File: src/rtl/seq_grant_pkg.sv
// Shared types and helpers for the multi-channel service sequencer.
// State encodings are fixed so that the unused code 3'd7 is the only illegal value.
package seq_grant_pkg;

    typedef enum logic [2:0] {
        IDLE  = 3'd0,
        ARM   = 3'd1,
        SCAN  = 3'd2,
        GRANT = 3'd3,
        WAIT  = 3'd4,
        TMO   = 3'd5,
        FIN   = 3'd6
    } state_t;

    localparam logic MODE_PRIO = 1'b0;
    localparam logic MODE_RR   = 1'b1;

    function automatic int clog2_min1(input int v);
        int w;
        w = $clog2(v);
        return (w < 1) ? 1 : w;
    endfunction

endpackage

File: src/rtl/grant_pick.sv
// Combinational channel picker: lowest eligible index, or the first eligible
// index after the last granted one (wrapping) in round-robin mode.
module grant_pick
    import seq_grant_pkg::*;
#(
    parameter int NCH = 4,
    parameter int CW  = $clog2(NCH)
) (
    input  logic [NCH-1:0] elig,
    input  logic           mode_q,
    input  logic [CW-1:0]  last,
    output logic [CW-1:0]  pick,
    output logic           any
);

    always_comb begin
        int            first;
        int            idx;
        logic [CW-1:0] idx_c;
        logic          found;
        pick  = '0;
        found = 1'b0;
        idx   = 0;
        idx_c = '0;
        first = (mode_q == MODE_RR) ? ((int'(last) + 1) % NCH) : 0;
        for (int k = 0; k < NCH; k++) begin
            idx   = (first + k) % NCH;
            idx_c = CW'(idx);
            if (!found && elig[idx_c]) begin
                pick  = idx_c;
                found = 1'b1;
            end
        end
        any = |elig;
    end

endmodule

File: src/rtl/seq_grant_fsm.sv
// Service sequencer: arms on start, grants requesting channels until done or
// timeout, masks timed-out channels and finishes after a service budget.
module seq_grant_fsm
    import seq_grant_pkg::*;
#(
    parameter int NCH     = 4,
    parameter int TMO_MAX = 8,
    parameter int MAX_SVC = 6,
    parameter int CW      = $clog2(NCH),
    parameter int SW      = $clog2(MAX_SVC + 1)
) (
    input  logic           clk,
    input  logic           rst,
    input  logic           start,
    input  logic           mode,
    input  logic           abort,
    input  logic [NCH-1:0] req,
    input  logic           done,
    output logic [NCH-1:0] gnt,
    output logic [CW-1:0]  ch_id,
    output logic           busy,
    output logic           arm,
    output logic           tmo_err,
    output logic           fin,
    output logic [NCH-1:0] mask,
    output logic [SW-1:0]  svc_cnt
);

    localparam int TW = clog2_min1(TMO_MAX);

    state_t         state_q, state_n;
    logic [CW-1:0]  ch_q, ch_n;
    logic [CW-1:0]  last_q, last_n;
    logic           mode_q, mode_n;
    logic [NCH-1:0] mask_q, mask_n;
    logic [SW-1:0]  svc_q, svc_n, svc_inc;
    logic [TW-1:0]  timer_q, timer_n;
    logic [CW-1:0]  pick;
    logic           any;
    logic           legal;

    grant_pick #(.NCH(NCH), .CW(CW)) u_pick (
        .elig   (req & ~mask_q),
        .mode_q (mode_q),
        .last   (last_q),
        .pick   (pick),
        .any    (any)
    );

    assign svc_inc = svc_q + SW'(1);

    always_comb begin
        state_n = state_q;
        ch_n    = ch_q;
        last_n  = last_q;
        mode_n  = mode_q;
        mask_n  = mask_q;
        svc_n   = svc_q;
        timer_n = timer_q;
        legal   = 1'b1;
        gnt     = '0;
        busy    = 1'b1;
        arm     = 1'b0;
        tmo_err = 1'b0;
        fin     = 1'b0;
        case (state_q)
            IDLE: begin
                busy = 1'b0;
                if (start) state_n = ARM;
            end
            ARM: begin
                arm     = 1'b1;
                mode_n  = mode;
                mask_n  = '0;
                svc_n   = '0;
                timer_n = '0;
                last_n  = CW'(NCH - 1);
                state_n = SCAN;
            end
            SCAN: begin
                if (abort) begin
                    state_n = IDLE;
                end else if (any) begin
                    ch_n    = pick;
                    state_n = GRANT;
                end else if (&mask_q) begin
                    state_n = FIN;
                end
            end
            GRANT: begin
                gnt     = NCH'(1) << ch_q;
                last_n  = ch_q;
                timer_n = '0;
                state_n = WAIT;
            end
            WAIT: begin
                gnt = NCH'(1) << ch_q;
                if (abort) begin
                    state_n = IDLE;
                end else if (done) begin
                    svc_n   = svc_inc;
                    state_n = (svc_inc == SW'(MAX_SVC)) ? FIN : SCAN;
                end else if (timer_q == TW'(TMO_MAX - 1)) begin
                    state_n = TMO;
                end else begin
                    timer_n = timer_q + TW'(1);
                end
            end
            TMO: begin
                tmo_err       = 1'b1;
                mask_n[ch_q]  = 1'b1;
                state_n       = SCAN;
            end
            FIN: begin
                fin     = 1'b1;
                state_n = IDLE;
            end
            default: begin
                // Corrupted state code: blank every output and recover to IDLE.
                legal   = 1'b0;
                busy    = 1'b0;
                state_n = IDLE;
                mask_n  = '0;
                svc_n   = '0;
                timer_n = '0;
            end
        endcase
        ch_id   = legal ? ch_q   : '0;
        mask    = legal ? mask_q : '0;
        svc_cnt = legal ? svc_q  : '0;
    end

    always_ff @(negedge clk or posedge rst) begin
        if (rst) begin
            state_q <= IDLE;
            ch_q    <= '0;
            last_q  <= CW'(NCH - 1);
            mode_q  <= MODE_PRIO;
            mask_q  <= '0;
            svc_q   <= '0;
            timer_q <= '0;
        end else begin
            state_q <= state_n;
            ch_q    <= ch_n;
            last_q  <= last_n;
            mode_q  <= mode_n;
            mask_q  <= mask_n;
            svc_q   <= svc_n;
            timer_q <= timer_n;
        end
    end

endmodule

File: config.mk
export PLATFORM = sky130hd
export DESIGN_NAME = seq_grant_fsm
export DESIGN_NICKNAME = d
export VERILOG_FILES = /design/src/rtl/seq_grant_pkg.sv /design/src/rtl/grant_pick.sv /design/src/rtl/seq_grant_fsm.sv
export SDC_FILE = /design/constraint.sdc
export NUM_CORES = 1
export LEC_CHECK = 0
export CORE_ASPECT_RATIO = 1.4
export CORE_MARGIN = 2
export CORE_UTILIZATION = 25
export DETAILED_ROUTE_END_ITERATION = 12
export SYNTH_ARGS = -nofsm -noshare
export SYNTH_HDL_FRONTEND = slang
export SYNTH_SLANG_ARGS = --single-unit
export TNS_END_PERCENT = 5
File: constraint.sdc
create_clock -name clk -period 4.4 [get_ports clk]
set_input_delay 0.66 -clock clk [delete_from_list [all_inputs] [get_ports clk]]
set_output_delay 0.66 -clock clk [all_outputs]
set_load 0.02 [all_outputs]
==> results.ini <==
[critical_path]
crit_path_max_incr_delay_ns = 0.51
worstSetupStartpointType = flip-flop
required_ns = 3.74
path_class = reg2out
worstSetupEndpointType = primary output
critical_path.cell_chain = nand3_1, buf_4, inv_1, nor2_1, clkdlybuf4s15_2
r2r_start = state_q[1]
path_max_fanout = 7
crit_path_start = state_q[1]
cp_top_family = buffers and inverters
crit_slowest_cell = dfrtn_1
rrSetupSlack_ns = 2.48
critPathBufInv = 3
crit_arrival_ns = 3.69

[pwr]
p_per_area_nw_per_um2 = 602
irDropWorstVdd_uv = 243
power.leakage_nw = 0.831

[detailed_routing]
via_count = 1242
drc = 0
first_pass_iters = 4
final_antenna_net_count = 0
routedWlPerCell_um = 12.3
drt-initial-drc-count = 34
viasPerCell = 4.69
routed_wl_um = 3250

[sta]
tightest_slew_ns = 0.446
setup_violations = 0
clock_skew_ns = 0.0528
drv_slew = 0
rsz0062_at_grt = true
finalHoldViolations = 0
max_slew_margin_pct = 69.9

[synthesis]
synth-edff-count = 0
netlist_instances = 157
yosysSeqAreaShare_pct = 35.7
ys.flop_type = dfrtn_1
netlist-cell-type-count = 42
yosys_warnings = 0
ys_seq_elements = 18
synthArstFlopShare_pct = 100
avgSynthCellArea_um2 = 8.08
netlist_area_um2 = 1270
synthesis.nets = 171

[die]
initial_core_util_pct = 26.0
die_area_um2 = 5670
num_rows = 30
die_h_um = 88.3
die_x_um = 64.2
coreArea_um2 = 4880
io_pins = 27

[placement]
place_inst = 260
dp_hpwl_um = 2550
io_buffers = 26
place.gp.congestion = 0.758

[grt]
grt_max_degree = 19
grt_pass1_vias = 1265
grt.total_usage_pct = 12.8
grt_overflow_total = 0
antenna_found_initial = 0
grt_pass1_wl_um = 5660

[run_status]
status = complete, no violations

[worst_hold_path]
hold_path.class = reg2reg
hold_path.startpoint = timer_q[0]

[flow_run]
maxCapViolCount = 0

[cts]
clkLatencyLatePin_ns = 0.33
h-tree-depth = 1
cts_tree = built
clk_path_buf_depth = 2
clk_pin_slew_ns = 0.05
post_cts_buffers = 0
root_buffer = clkbuf_8
numCtsBuffers = 3
cts.sinks = 18

[final_layout]
register_area_um2 = 453
fill_cells = 547
drive_gt1_share_pct = 24.4
fin_util_pct = 35.1
antenna_cells = 0
final_cell_mix = 20 x nand2_1, 20 x o21ai_0, 19 x buf_4
fin_nets = 216
syn2layout_area_growth_pct = 34.9
instances_no_fill = 265
multiInputGateArea_um2 = 738

## per-stage QoR
step                worst slack [ns]  area (um2)  power [mW]  hold slack [ns]  setup TNS, ns
floorplan                      0.279        1270       0.718            0.409              0
global placement              -0.131        1720       0.941            0.448         -0.483
detailed placement            -0.129        1720       0.943            0.457         -0.639
CTS                          -0.0222        1770        1.05            0.462        -0.0602
global route                 -0.0121        1710        1.13            0.502        -0.0275
finish                        0.0487        1710        1.03            0.447              0
## synth_stat cells, drive strengths merged, types with 3 or more instances
cell type  count  area share, %
a31oi          6            3.0
a21oi          3            1.2
clkbuf         3           0.99
inv           11            3.6
nand2         20            5.9
nor2          14            4.1
mux2i          5            3.9
buf            3            1.8
xor2           3            2.1
and3           4            2.1
nand2b         6            3.0
ha             4            3.9
nand3          5            2.4
o21ai         22            9.0
and2           6            3.0
nor2b          3            1.5
dfrtn         16             32
## where the power goes
group	internal, mW	switching [mW]
Clock	0.0651	0.0661
Combinational	0.260	0.337
Sequential	0.233	0.0694
Total	0.559	0.472
## layer usage
layer	share of wire [%]	track usage, %	routed length, um	vias up
met3	2.6	2.16	86	5
met2	49	21.6	1600	18
met1	46	15.7	1500	577
met4	2.0	6.38	65	0
li1	-	-	-	642
met5	0	0	0	-
## final timing paths
| path | end | depth (start not counted) |
|---|---|---|
| worst max-delay path | busy | 5 |
| worst min-delay path | timer_q[0] | 1 |
| worst max register to register | state_q[2] | 6 |
| worst min register to register | timer_q[0] | 1 |
| max in group asynchronous | last_q[0] | 3 |
| min in group asynchronous | mask_q[0] | 3 |
## flip-flops by register name (all words and copies together), names as in the netlist
signal,flops
mode_q,1
mask_q,4
state_q,3
svc_q,3
ch_q,2
timer_q,3
last_q,2
## kinds of logic after synthesis
| logic type | count (synthesis) | share of synthesized area, % |
|---|---|---|
| AO/OA/AOI/OAI | 40 | 18.5 |
| buffers and inverters | 17 | 6.41 |
| flip-flops | 18 | 35.7 |
| XOR/XNOR | 4 | 2.76 |
| adder cells (fa/ha/maj) | 4 | 3.94 |
| multiplexers | 7 | 5.72 |
| AND/OR/NAND/NOR | 67 | 26.9 |
## timing repair
action / in CTS / in global routing
pin swaps: 0 / 0
hold buffers: 0 / 0
setup endpoints to repair: 17 / 16
gates resized for setup: 36 / 15
## final cells by class
| cell class | instances | area share (%) |
|---|---|---|
| inverters | 10 | 2.49 |
| repair buffers | 45 | 20.1 |
| clock buffers | 3 | 2.41 |
| well taps | 64 | 4.68 |
| multi-input cells | 122 | 43.1 |
| flip-flops and latches | 18 | 26.5 |
| clock inverters | 3 | 0.731 |
(Power assumes the default switching activity.)
